===== config.mk =====
export PLATFORM = sky130hd
export DESIGN_NAME = div_pipe_unit_flat
export DESIGN_NICKNAME = d
export VERILOG_FILES = /design/src/rtl/div_pipe_unit_if.sv /design/src/rtl/div_pipe_unit.sv /design/src/flat_wrapper.sv
export SDC_FILE = /design/constraint.sdc
export NUM_CORES = 2
export LEC_CHECK = 0
export ABC_AREA = 1
export CAP_MARGIN = 20
export CORE_MARGIN = 5
export CORE_UTILIZATION = 25
export CTS_BUF_LIST = sky130_fd_sc_hd__clkbuf_4
export CTS_CLUSTER_SIZE = 16
export DETAILED_ROUTE_END_ITERATION = 8
export SYNTH_ARGS = -nofsm -noshare
export SYNTH_HDL_FRONTEND = slang
export SYNTH_SLANG_ARGS = --single-unit
export TNS_END_PERCENT = 50

===== constraint.sdc =====
create_clock -name clk -period 44.6 [get_ports clk]
set_input_delay 8.92 -clock clk [delete_from_list [all_inputs] [get_ports clk]]
set_output_delay 8.92 -clock clk [all_outputs]
set_load 0.005 [all_outputs]

===== src/rtl/div_pipe_unit_if.sv =====
// Issue/result bundle between the execute stage, the pipelined divider and writeback.
// The master side issues ops and consumes results; the slave side is the divider.
interface div_pipe_unit_if #(
  parameter int XLEN = 32
);
  logic            div_start;
  logic [XLEN-1:0] div_a;
  logic [XLEN-1:0] div_b;
  logic            div_signed;
  logic            div_rem_in;
  logic [4:0]      div_dst_in;

  logic            div_valid;
  logic            div_get_rem;
  logic [4:0]      div_dst;
  logic [XLEN-1:0] div_quotient;
  logic [XLEN-1:0] div_remainder;
  logic            div_valid_next;
  logic [31:0]     pending_dst;

  modport master (
    output div_start, div_a, div_b, div_signed, div_rem_in, div_dst_in,
    input  div_valid, div_get_rem, div_dst, div_quotient, div_remainder,
           div_valid_next, pending_dst
  );

  modport slave (
    input  div_start, div_a, div_b, div_signed, div_rem_in, div_dst_in,
    output div_valid, div_get_rem, div_dst, div_quotient, div_remainder,
           div_valid_next, pending_dst
  );
endinterface


===== src/rtl/div_pipe_unit.sv =====
// Fully pipelined restoring divider: one op per cycle, result exactly STAGES cycles later.
// Each stage retires XLEN/STAGES quotient bits; the last stage also applies the sign fix-up.
module div_pipe_unit #(
  parameter int XLEN   = 32,
  parameter int STAGES = 8
) (
  input  logic           clk,
  input  logic           rst,
  div_pipe_unit_if.slave bus
);

  localparam int STEPS = XLEN / STAGES;

  typedef struct packed {
    logic            valid;
    logic            sgn;
    logic            rem;
    logic [4:0]      dst;
    logic            q_neg;
    logic            r_neg;
    logic [XLEN:0]   prem;
    logic [XLEN-1:0] dq;
    logic [XLEN-1:0] dvs;
  } stage_t;

  // dq shifts the dividend out of its top while quotient bits enter at the bottom,
  // so after all stages it holds the unsigned quotient and prem the remainder.
  function automatic stage_t retire(input stage_t s);
    stage_t        o;
    logic [XLEN:0] sh;
    o = s;
    for (int i = 0; i < STEPS; i++) begin
      sh   = {o.prem[XLEN-1:0], o.dq[XLEN-1]};
      o.dq = {o.dq[XLEN-2:0], 1'b0};
      if (sh >= {1'b0, o.dvs}) begin
        o.prem  = sh - {1'b0, o.dvs};
        o.dq[0] = 1'b1;
      end else begin
        o.prem = sh;
      end
    end
    return o;
  endfunction

  stage_t          stage_in;
  stage_t          step_out [1:STAGES];
  stage_t          stg_reg  [1:STAGES-1];
  logic [XLEN-1:0] a_mag;
  logic [XLEN-1:0] b_mag;

  logic            valid_reg;
  logic            get_rem_reg;
  logic [4:0]      dst_reg;
  logic [XLEN-1:0] quotient_reg;
  logic [XLEN-1:0] remainder_reg;
  logic [31:0]     pending_next;

  always_comb begin
    a_mag = (bus.div_a[XLEN-1] & bus.div_signed) ? -bus.div_a : bus.div_a;
    b_mag = (bus.div_b[XLEN-1] & bus.div_signed) ? -bus.div_b : bus.div_b;

    stage_in       = '0;
    stage_in.valid = bus.div_start;
    stage_in.sgn   = bus.div_signed;
    stage_in.rem   = bus.div_rem_in;
    stage_in.dst   = bus.div_dst_in;
    // A zero divisor already yields an all-ones magnitude quotient; never negate it.
    stage_in.q_neg = bus.div_signed & (bus.div_a[XLEN-1] ^ bus.div_b[XLEN-1]) & (bus.div_b != '0);
    stage_in.r_neg = bus.div_signed & bus.div_a[XLEN-1];
    stage_in.dq    = a_mag;
    stage_in.dvs   = b_mag;
  end

  generate
    for (genvar gi = 1; gi <= STAGES; gi++) begin : g_step
      if (gi == 1) begin : g_first
        assign step_out[gi] = retire(stage_in);
      end else begin : g_next
        assign step_out[gi] = retire(stg_reg[gi-1]);
      end
    end
  endgenerate

  always_ff @(posedge clk or posedge rst) begin
    if (rst) begin
      for (int k = 1; k <= STAGES-1; k++) begin
        stg_reg[k] <= '0;
      end
      valid_reg     <= 1'b0;
      get_rem_reg   <= 1'b0;
      dst_reg       <= '0;
      quotient_reg  <= '0;
      remainder_reg <= '0;
    end else begin
      for (int k = 1; k <= STAGES-1; k++) begin
        stg_reg[k] <= step_out[k];
      end
      valid_reg <= step_out[STAGES].valid;
      // Result fields hold their last value between ops; consumers qualify with div_valid.
      if (step_out[STAGES].valid) begin
        get_rem_reg   <= step_out[STAGES].rem;
        dst_reg       <= step_out[STAGES].dst;
        quotient_reg  <= step_out[STAGES].q_neg ? -step_out[STAGES].dq : step_out[STAGES].dq;
        remainder_reg <= step_out[STAGES].r_neg ? -step_out[STAGES].prem[XLEN-1:0]
                                                : step_out[STAGES].prem[XLEN-1:0];
      end
    end
  end

  always_comb begin
    pending_next = '0;
    for (int k = 1; k <= STAGES-1; k++) begin
      if (stg_reg[k].valid) begin
        pending_next = pending_next | (32'(1) << stg_reg[k].dst);
      end
    end
    if (valid_reg) begin
      pending_next = pending_next | (32'(1) << dst_reg);
    end
    pending_next[0] = 1'b0;
  end

  assign bus.div_valid      = valid_reg;
  assign bus.div_get_rem    = get_rem_reg;
  assign bus.div_dst        = dst_reg;
  assign bus.div_quotient   = quotient_reg;
  assign bus.div_remainder  = remainder_reg;
  assign bus.div_valid_next = stg_reg[STAGES-1].valid;
  assign bus.pending_dst    = pending_next;

endmodule


===== src/flat_wrapper.sv =====
// flat-port wrapper written by rule: the top's interface ports become plain ports
module div_pipe_unit_flat 
#(
  parameter int XLEN   = 32,
  parameter int STAGES = 8
)
  (clk, rst, bus_div_start, bus_div_a, bus_div_b, bus_div_signed, bus_div_rem_in, bus_div_dst_in, bus_div_valid, bus_div_get_rem, bus_div_dst, bus_div_quotient, bus_div_remainder, bus_div_valid_next, bus_pending_dst);
  div_pipe_unit_if #(.XLEN(XLEN)) bus_i ();
  input  logic clk;
  input  logic rst;
  input wire logic [$bits(bus_i.div_start)-1:0] bus_div_start;
  input wire logic [$bits(bus_i.div_a)-1:0] bus_div_a;
  input wire logic [$bits(bus_i.div_b)-1:0] bus_div_b;
  input wire logic [$bits(bus_i.div_signed)-1:0] bus_div_signed;
  input wire logic [$bits(bus_i.div_rem_in)-1:0] bus_div_rem_in;
  input wire logic [$bits(bus_i.div_dst_in)-1:0] bus_div_dst_in;
  output wire logic [$bits(bus_i.div_valid)-1:0] bus_div_valid;
  output wire logic [$bits(bus_i.div_get_rem)-1:0] bus_div_get_rem;
  output wire logic [$bits(bus_i.div_dst)-1:0] bus_div_dst;
  output wire logic [$bits(bus_i.div_quotient)-1:0] bus_div_quotient;
  output wire logic [$bits(bus_i.div_remainder)-1:0] bus_div_remainder;
  output wire logic [$bits(bus_i.div_valid_next)-1:0] bus_div_valid_next;
  output wire logic [$bits(bus_i.pending_dst)-1:0] bus_pending_dst;
  assign bus_i.div_start = bus_div_start;
  assign bus_i.div_a = bus_div_a;
  assign bus_i.div_b = bus_div_b;
  assign bus_i.div_signed = bus_div_signed;
  assign bus_i.div_rem_in = bus_div_rem_in;
  assign bus_i.div_dst_in = bus_div_dst_in;
  assign bus_div_valid = bus_i.div_valid;
  assign bus_div_get_rem = bus_i.div_get_rem;
  assign bus_div_dst = bus_i.div_dst;
  assign bus_div_quotient = bus_i.div_quotient;
  assign bus_div_remainder = bus_i.div_remainder;
  assign bus_div_valid_next = bus_i.div_valid_next;
  assign bus_pending_dst = bus_i.pending_dst;
  div_pipe_unit #(.XLEN(XLEN), .STAGES(STAGES)) u_core (.clk(clk), .rst(rst), .bus(bus_i));
endmodule

# Word level (Yosys, flattened, before mapping)
# Index checks and enable logic that the tools add are counted.
[totals] inputBits=74 regBits=806 output_inout_bits=104
[op_classes] n_reduce_logical=1 bitwise_logic=12 add_sub_neg=36 shift=8 muxes=76 magnitude_cmp=32
[op_table] op="$mux 32" count=44
[op_table] op="$ge 33x32->1" count=31
[op_table] op="$sub 32x32->32" count=31
[op_table] op="$shl 1x5->32 const A" count=8
[op_table] op="$or 32x32->32" count=7
[op_table] op="$neg 32->32" count=4
[op_table] op="$ge 1x32->1" count=1
[op_table] op="$mux 1" count=32
[op_table] op="$reduce_bool 32->1" count=1
[op_table] op="$sub 1x32->32" count=1
[op_table] op="$and 1x1->1" count=4
[op_table] op="$xor 1x1->1" count=1

# Depth between registers and ports, before layout
[logic_depth] word_depth=16 ltp_mapped=87

# Worst setup path after synthesis
# OpenSTA, ideal clock, no wires.
[synth_path] kind="input to register" from="in bus_div_a[1]" to="reg u_core.stg_reg[731] in the netlist's numbering" required_time_ns=44.484 n_path_buf=3 arrival_ns=19.819 cell_stages=68 setup_slack_ns=24.664 setup_ns=0.116 cell_sequence="nor3_1 -> nand2_1 -> nor4_1 -> nand3_1 -> or4_1 -> nor3_1 -> or2_2 -> and3_1 -> inv_1 -> ha_1 -> inv_1 -> ha_1 -> nand2_1 -> a2111oi_1 -> nand3_1 -> nor2_1 -> nand4_1 -> clkbuf_1 -> [... 32 more ...] -> a21oi_1 -> o21ai_0 -> a21o_1 -> a21oi_1 -> o21ai_0 -> a21boi_0 -> o21ai_0 -> a21boi_0 -> o21ai_0 -> nand2_1 -> nand2_1 -> a21boi_0 -> o21ai_0 -> nand2_1 -> nand2_1 -> xor2_1 -> nand2_1 -> nand2_1"
[synth_rtl] item="start: declaration" line_no="flat_wrapper.sv:12" text="input wire logic [$bits(bus_i.div_a)-1:0] bus_div_a;"
[synth_rtl] item="end signal: indexed assignment" line_no="div_pipe_unit.sv:96" text="stg_reg[k] <= step_out[k];"
[synth_rtl] item="end: declaration" line_no="div_pipe_unit.sv:47" text="stage_t stg_reg [1:STAGES-1];"

==> metrics.txt <==
Setup TNS Final=0 ns; r2r worst-path depth=67; post-synthesis sequential area ratio=approximately a quarter; CTS hold repair buffers=0; Hold EP=u_core.step_out[239]; TritonCTS clock tree=yes; CTS max path bufs=4; Synth area leaders=dfrtp_1 23%, nand2_1 15%, ha_1 15%; initial core utilization=25.1%; DR WL/cell=approximately 19 um; max FFs per register=a little under 500; htree depth=4; crit path max fanout=62; gr ovfl total=0; Reg clk slew, reported paths=0.07 ns; Cells on Worst Hold Path=0; vias in the first global route=approximately 84,000; Vias/cell=a little under 5; DR vias=roughly 86,000; DRT iter0 DRCs=roughly 6,500; worst slew pin tran=1.11 ns; GRT Total Usage=between 10% and 20%; Die X=between 500 and 600 um; fill count=about 38,000; worst skew pair latency=between 1 and 1.5 ns; Post-synth EDFFs=0; TritonCTS Buffers=about 230; # DRC=0; CP Class=in -> reg; Largest stage delay, worst path=about 0.70 ns; Final #Nets=~14,000; routability congestion estimate=0.980; Finish-stage setup viols=0; clock root buffer=clkbuf_4; Distinct cells, synth=88; slowest CP cell=a2111oi_1; DIE AREA=355,000 um^2; largest net degree at the start of global routing=approximately 150; Ports=roughly 180; first-pass GRT wire length=around 500,000 um; post-synthesis area per instance=between 6 and 7 um^2; share of the cycle needed by the critical path after routing=52.8%; post-synthesis mux area share=0%; share of layout cells above drive strength 1=approximately 4.7%; Primary FF master, synth=dfrtp_1; clock sinks=roughly 800; Worst setup EP type=flop; HP Class=reg -> reg; outcome=completed; syn nets=around 14,000; flop-to-flop setup slack=27.86 ns; Synth area leader=dfrtp_1; kind of cell adding the most delay to the critical path=compound AO/OA/AOI/OAI gates; maxcap violations=0; initial antenna violation count=39; endpoints failing hold=0; die height=between 500 and 600 um; Synth Cell Area=roughly 86,000 um^2; Worst Path Required=~46 ns; FMAX=between 0.04 and 0.05 GHz; Post-Synth XOR/XNOR Area=around a tenth; Buf/Inv on CP=5; total core area=about 340,000 um^2; Yosys top cell area share=roughly a quarter; Worst Skew=0.160 ns; Post-Synth Simple-Gate Area=approximately 25%; Port Buffer Count=176; post-synthesis compound-gate area fraction=18.6%; RSZ-0062 raised after global routing=no; r2r endpoint=u_core.stg_reg[628]; Rows=215; min cycle time layout=about 24 ns; Mapped Cells=roughly 12,000; Synth Area in Adders=between 10% and 20%; hpwl dp=roughly 270,000 um; largest family of logic cells by synthesized area=simple AND/OR/NAND/NOR gates; Worst Path Arrival=~25 ns; post-CTS setup buffers=0; synthesized flop and latch total=~800; antenna-violating nets left=0; CP Launch Type=primary input; Syn-to-layout area delta=11.2%; min-delay src=u_core.step_out[346]; max-slew violation count=0; async set or reset register ratio after synthesis=between 90% and 100%; final core utilization=approximately 28%; First-pass DRT Iterations=6; Max transition margin=about a quarter; origin of the critical flop-to-flop path=u_core.step_out[668]; critical path's most frequent cell=nand2_1; Post-Route WL=~330,000 um; CTS resizes=0; Ys Warns=0
## synthesized netlist by cell type, drive strengths merged, types with 71 or more instances
| cell type | n |
|---|---|
| clkbuf | 118 |
| nor4 | 90 |
| o21ai | 1155 |
| nand3 | 515 |
| xnor2 | 473 |
| buf | 137 |
| inv | 1335 |
| a21o | 71 |
| ha | 998 |
| a21boi | 94 |
| xor2 | 513 |
| nor3 | 185 |
| nand4 | 131 |
| dfrtp | 806 |
| nand2 | 3392 |
| nor2 | 816 |
| a31oi | 82 |
| a21oi | 1062 |
## cell usage in the layout (no fill, tap or decap), types with 128 or more instances in the layout
cell             count
nand2_1           3360
inv_1             1291
a21oi_1           1050
o21ai_0           1027
ha_1               998
dfrtp_1            805
nor2_1             786
xor2_1             512
nand3_1            502
xnor2_1            472
clkbuf_4           309
nor3_1             178
clkdlybuf4s50_1    176
nand4_1            128
## cell families after synthesis
family | count (synthesis)
flip-flops | 806
XOR/XNOR | 986
other | 1
AND/OR/NAND/NOR | 5213
AO/OA/AOI/OAI | 2836
buffers and inverters | 1600
adder cells (fa/ha/maj) | 1029
## stage by stage
step | setup WS [ns] | hold slack, ns | cells | instance area (um^2)
CTS | 21.23 | 0.300 | 17400 | 95500
global placement | 19.92 | 0.332 | 17000 | 92600
floorplan | 13.04 | 0.331 | 12500 | 85900
detailed placement | 19.90 | 0.335 | 17000 | 92600
global route | 19.62 | 0.300 | 17400 | 95500
finish | 21.05 | 0.256 | 17400 | 95500
## area by class of cell
cell class	instances	area [um^2]	area share (%)
Antenna cell	6	15.0	0.0157
Clock inverter	89	518	0.542
Clock buffer	309	2320	2.43
Tap cell	4557	5700	5.97
Inverter	1345	5060	5.29
Sequential cell	806	20200	21.1
Timing Repair Buffer	242	2290	2.40
Multi-Input combinational cell	10100	59400	62.2
## metal layers
metal,track usage (%),wire length [um],vias up
li1,-,-,42600
met2,30.6,154000,2601
met3,2.38,18600,711
met1,21.3,135000,39900
met5,0,76,-
met4,8.91,18700,14
## how the worst max path moves through the flow
stage,startpoint,to,cells past startpoint
finish,bus_div_a[0],u_core.stg_reg[736],66
global route,bus_div_a[0],u_core.stg_reg[734],66
CTS,bus_div_a[0],u_core.stg_reg[730],65
detailed placement,bus_div_a[0],u_core.stg_reg[729],65
global placement,bus_div_a[0],u_core.stg_reg[714],65
floorplan,rst,u_core.bus.div_dst[0],1
Power is not shown: default switching activity piles up to over one toggle a cycle in this logic, so the estimate is an artifact.
